### src/rtl/counter_sequencer.sv
// Job controller for an up/down counter: load start, count to target, report steps/status (watchdog: SEQ_TIMEOUT_EN).
// Latency: LOAD 1 cycle, RUN N+1 cycles, DONE 1 cycle; cmd_ready returns the cycle after DONE.
// Backpressure: one job in flight; cmd_ready is low from handshake until the job's DONE cycle has passed.
module counter_sequencer #(
  parameter int WIDTH          = 8,
  parameter int TIMEOUT_CYCLES = 300
) (
  input  logic             clk,
  input  logic             rst_n,
  input  logic             cmd_valid,
  output logic             cmd_ready,
  input  logic [WIDTH-1:0] cmd_start,
  input  logic [WIDTH-1:0] cmd_target,
  input  logic             cmd_dir,
  input  logic             abort,
  output logic             done_valid,
  output logic [WIDTH-1:0] done_steps,
  output logic [1:0]       done_status,
  output logic             cnt_en,
  output logic             cnt_m,
  output logic             cnt_load,
  output logic [WIDTH-1:0] cnt_data_in,
  input  logic [WIDTH-1:0] cnt_count
);

  typedef enum logic [1:0] {IDLE, LOAD, RUN, DONE} state_t;

  localparam logic [1:0] ST_OK      = 2'b00;
  localparam logic [1:0] ST_ABORT   = 2'b01;
  localparam logic [1:0] ST_TIMEOUT = 2'b10;

  if (TIMEOUT_CYCLES < 1) begin : g_bad_timeout
    $error("TIMEOUT_CYCLES must be at least 1");
  end

  state_t           state_q, state_d;
  logic             ready_q;
  logic [WIDTH-1:0] start_q, target_q, steps_q;
  logic             dir_q;
  logic [WIDTH-1:0] done_steps_q;
  logic [1:0]       done_status_q;
  logic             finish;
  logic [1:0]       fin_status;
  logic             match;
  logic             timeout;

  assign match = (cnt_count == target_q);

`ifdef SEQ_TIMEOUT_EN
  localparam int WD_W = $clog2(TIMEOUT_CYCLES + 1);
  logic [WD_W-1:0] wd_q;

  // Counts RUN cycles; held at zero outside RUN so each job starts fresh.
  always_ff @(posedge clk or negedge rst_n) begin
    if (!rst_n) begin
      wd_q <= '0;
    end else if (state_q != RUN) begin
      wd_q <= '0;
    end else if (wd_q != WD_W'(TIMEOUT_CYCLES)) begin
      wd_q <= wd_q + 1'b1;
    end
  end

  assign timeout = (state_q == RUN) && (wd_q == WD_W'(TIMEOUT_CYCLES));
`else
  assign timeout = 1'b0;
`endif

  always_comb begin
    state_d     = state_q;
    cmd_ready   = 1'b0;
    done_valid  = 1'b0;
    cnt_en      = 1'b0;
    cnt_m       = 1'b0;
    cnt_load    = 1'b0;
    cnt_data_in = '0;
    finish      = 1'b0;
    fin_status  = ST_OK;
    case (state_q)
      IDLE: begin
        cmd_ready = ready_q;
        if (cmd_valid && ready_q) state_d = LOAD;
      end
      LOAD: begin
        cnt_load    = 1'b1;
        cnt_data_in = start_q;
        cnt_m       = dir_q;
        if (abort) begin
          state_d    = DONE;
          finish     = 1'b1;
          fin_status = ST_ABORT;
        end else begin
          state_d = RUN;
        end
      end
      RUN: begin
        cnt_m  = dir_q;
        cnt_en = !match && !abort && !timeout;
        // Abort outranks a same-cycle match, which outranks the watchdog.
        if (abort) begin
          state_d    = DONE;
          finish     = 1'b1;
          fin_status = ST_ABORT;
        end else if (match) begin
          state_d    = DONE;
          finish     = 1'b1;
          fin_status = ST_OK;
        end else if (timeout) begin
          state_d    = DONE;
          finish     = 1'b1;
          fin_status = ST_TIMEOUT;
        end
      end
      DONE: begin
        done_valid = 1'b1;
        state_d    = IDLE;
      end
      default: state_d = IDLE;
    endcase
  end

  always_ff @(posedge clk or negedge rst_n) begin
    if (!rst_n) begin
      state_q       <= IDLE;
      ready_q       <= 1'b0;
      start_q       <= '0;
      target_q      <= '0;
      dir_q         <= 1'b0;
      steps_q       <= '0;
      done_steps_q  <= '0;
      done_status_q <= ST_OK;
    end else begin
      state_q <= state_d;
      ready_q <= 1'b1;
      if (state_q == IDLE && cmd_valid && ready_q) begin
        start_q  <= cmd_start;
        target_q <= cmd_target;
        dir_q    <= cmd_dir;
        steps_q  <= '0;
      end else if (cnt_en) begin
        steps_q <= steps_q + 1'b1;
      end
      // The exit cycle never has cnt_en high, so steps_q is already final here.
      if (finish) begin
        done_steps_q  <= steps_q;
        done_status_q <= fin_status;
      end
    end
  end

  assign done_steps  = done_steps_q;
  assign done_status = done_status_q;

endmodule

### config.mk
export PLATFORM = sky130hd
export DESIGN_NAME = counter_sequencer
export DESIGN_NICKNAME = d
export VERILOG_FILES = /design/src/rtl/counter_sequencer.sv
export SDC_FILE = /design/constraint.sdc
export NUM_CORES = 1
export LEC_CHECK = 0
export CORE_UTILIZATION = 47
export DETAILED_ROUTE_END_ITERATION = 10
export HOLD_SLACK_MARGIN = 0.03
export PLACE_DENSITY = 0.87
export SLEW_MARGIN = 20
export SYNTH_ARGS = -nofsm -noshare
export SYNTH_HDL_FRONTEND = slang
export SYNTH_SLANG_ARGS = --single-unit
### constraint.sdc
create_clock -name clk -period 2.7 [get_ports clk]
set_input_delay 0.54 -clock clk [delete_from_list [all_inputs] [get_ports clk]]
set_output_delay 0.54 -clock clk [all_outputs]
set_load 0.05 [all_outputs]
==> results.md <==
* NetSw at 0.00101 W
* Routed Antenna Nets at 0
* CTS root buf: clkbuf_8
* Chip width at 63.6 um
* Top_reg_cell synth: dfrtp_1
* Commonest cells after routing, fill and taps aside: nand2_1, clkdlybuf4s50_1, dfrtp_1
* CTS Hold Buffers Added at 0
* DRC Markers at 0
* Critical Path Sink Type: primary output
* Pre-CTS setup slack at 92.1 ps
* DR iter-0 viols at 39
* Post-layout nets at 277
* Slew @ Worst Pin at 587 ps
* CP Launch Type: input pin
* DP Cell Count at 283
* Int Power at 0.00136 W
* #FFs+latches synth at 37
* Initial Utilization at 48.8%
* Final Util at 66.5%
* Critical Path Fanout Max at 7
* Clock Power Share at 15.5%
* Worst EP arrival at 2070 ps
* DIE AREA at 0.00405 mm2
* Power share of the sequential group at 36.5%
* Clock sink count at 37
* I/O Pins at 52
* WHS at 470 ps
* Core Area at 0.00366 mm2
* Layout cells sized above 1 at 16.0%
* Antenna cells at 0
* Worst path slowest cell: nor4_2
* Min Tclk post-route at 2610 ps
* Hold Vio Cnt, Final at 0
* Max cap viols at 0
* Drt pass-1 iters at 4
* Clk_lat worst skew at 290 ps
* Grt ovf at 0
* Hold WC Path Type: flip-flop to flip-flop
* Largest net degree at the start of global routing at 38
* Worst rel slew slack at 59.9%
* Sw Ratio at 42.7%
* Sequential area share after synthesis at 51.9%
* Worst-path cell chain: clkdlybuf4s50_1 > xor2_1 > nor4_2 > a21boi_2 > buf_4
* Cts bufs inserted at 5
* Peak supply drop at 0.000670 V
* Period Utilization, post-route at 96.5%
* Setup_tns at 0 ps
* Post-DR vias/cell at 4.92
* Commonest non-fill, non-tap cell in the layout: nand2_1
* Final std cells w/o fill at 291
* Postcts setup bufs at 0
* Via count at 1431
* Fraction of registers with async set/reset at 100%
* CP required at 2160 ps
* Gate power share at 48.0%
* Syn_nets at 219
* Leakage at 1.17 nW
* Syn Inst Count at 184
* First-pass GRT wire length at 6550 um
* Chip height at 63.6 um
* Endpoints failing setup at 0
* CTS tree: done
* Crit path max-delay family: buffers and inverters
* Layout fillers at 291
* WL per Instance at 12.5 um
* Syn. warnings at 0
* R2r setup slk at 640 ps
* Longest Clk Path Bufs at 2
* Pins Over Slew Limit at 0
* Initial antenna violation count at 0
* Crit-path max cell delay at 510 ps
* RSZ-0062 raised after global routing: false
* Post-synth EDFFs at 0
* HPWL after DPL at 2730 um
* CTS resizes at 0
* Syn_area_per_cell at 9.70 um2
* Routed wire length at 3640 um
* Worst Slack Setup Final at 93.6 ps
* Reg clk slew, reported paths at 60 ps
* Max Freq at 384 MHz
* H-tree levels at 2
* Vias in the first global route at 1511
* Cell Rows at 22
* GPL Wtd Cong at 0.791
* WP buf/inv at 2
* Pwr Density at 978 mW/mm2
* GR Util All Layers at 21.5%
* Outcome: finished, final reports clean
* Synth unique cells at 25
* Skew final at 9.67 ps
* Buffers on Ports at 50
* WS Path Type: input pin to primary output
* Synth Cell Area at 0.00179 mm2
* Layout area overhead at 36.3%
-- worst register-to-register path, cell delays in order, from the launching register on --
cell,delay [ps]
dfrtp_1,400
xor2_1,180
nor4_2,510
nand3_1,160
a21boi_2,160
buf_4,180
mux2_2,350
-- per-layer routing --
metal | up-vias | global-route usage, % | wire, um
li1 | 702 | - | -
met1 | 677 | 23.5 | 1470
met2 | 47 | 37.5 | 1860
met3 | 5 | 7.97 | 254
met4 | 0 | 7.95 | 53
met5 | - | 0 | 0
-- sequential cells by signal, indices dropped and copies added, names as in the netlist --
name / count
target_q: 8
dir_q: 1
steps_q: 8
done_steps: 8
start_q: 8
done_status: 1
state_q: 2
ready_q: 1
-- cell families after synthesis --
group	after synthesis	share of synthesized area (%)
and+or+nand+nor	86	21.4
DFF	37	51.9
AOI/OAI and AO/OA	17	6.59
xor gates and xnor gates	14	6.87
buffers and inverters	13	2.94
muxes	9	5.68
adders and majority gates	6	4.20
other	2	0.421
-- power by group through the flow --
stage / registers (W) / logic, W / clock network, W
global route: 0.000897 / 0.00125 / 0.000408
global placement: 0.000870 / 0.00111 / 0
CTS: 0.000868 / 0.00115 / 0.000381
detailed placement: 0.000875 / 0.00115 / 0
floorplan: 0.000934 / 0.000719 / 0
finish: 0.000868 / 0.00114 / 0.000368
-- path summary, 6_finish.rpt --
kind | startpoint | endpoint | cells after the start
worst min register to register | dir_q$_DFFE_PN0N_ | dir_q$_DFFE_PN0N_ | 2
min in group asynchronous | rst_n | target_q[6]$_DFFE_PN0N_ | 2
worst max register to register | target_q[7]$_DFFE_PN0N_ | done_steps[2]$_DFFE_PN0P_ | 6
worst min-delay path | dir_q$_DFFE_PN0N_ | dir_q$_DFFE_PN0N_ | 2
worst max-delay path | cnt_count[7] | cnt_en | 5
max in group asynchronous | rst_n | done_steps[2]$_DFFE_PN0P_ | 2
-- stage by stage --
stage / instance area (um2) / total power [W]
floorplan: 1790 / 0.00165
global placement: 2350 / 0.00198
detailed placement: 2350 / 0.00203
CTS: 2430 / 0.00240
global route: 2430 / 0.00255
finish: 2430 / 0.00238
-- synth_stat cells, drive strengths merged, types with 4 or more instances --
library cell  number  area share (%)
ha                 6             4.2
nor2              10             2.1
mux2               9             5.7
and2              10             3.5
inv                6             1.3
dfrtp             37              52
xor2               8             3.9
nand2             56              12
a21oi              5             1.4
xnor2              6             2.9
o21ai              4             1.1
clkbuf             6             1.3
-- area by class of cell --
type	instances	area [um2]	share of cell area (%)
Tap cell	48	60.1	2.47
Timing Repair Buffer	58	536	22.0
Clock inverter	2	10.0	0.411
Sequential cell	37	926	38.0
Inverter	6	22.5	0.925
Clock buffer	6	72.6	2.98
Multi-Input combinational cell	134	807	33.2
Power figures use the tool's default switching activity.
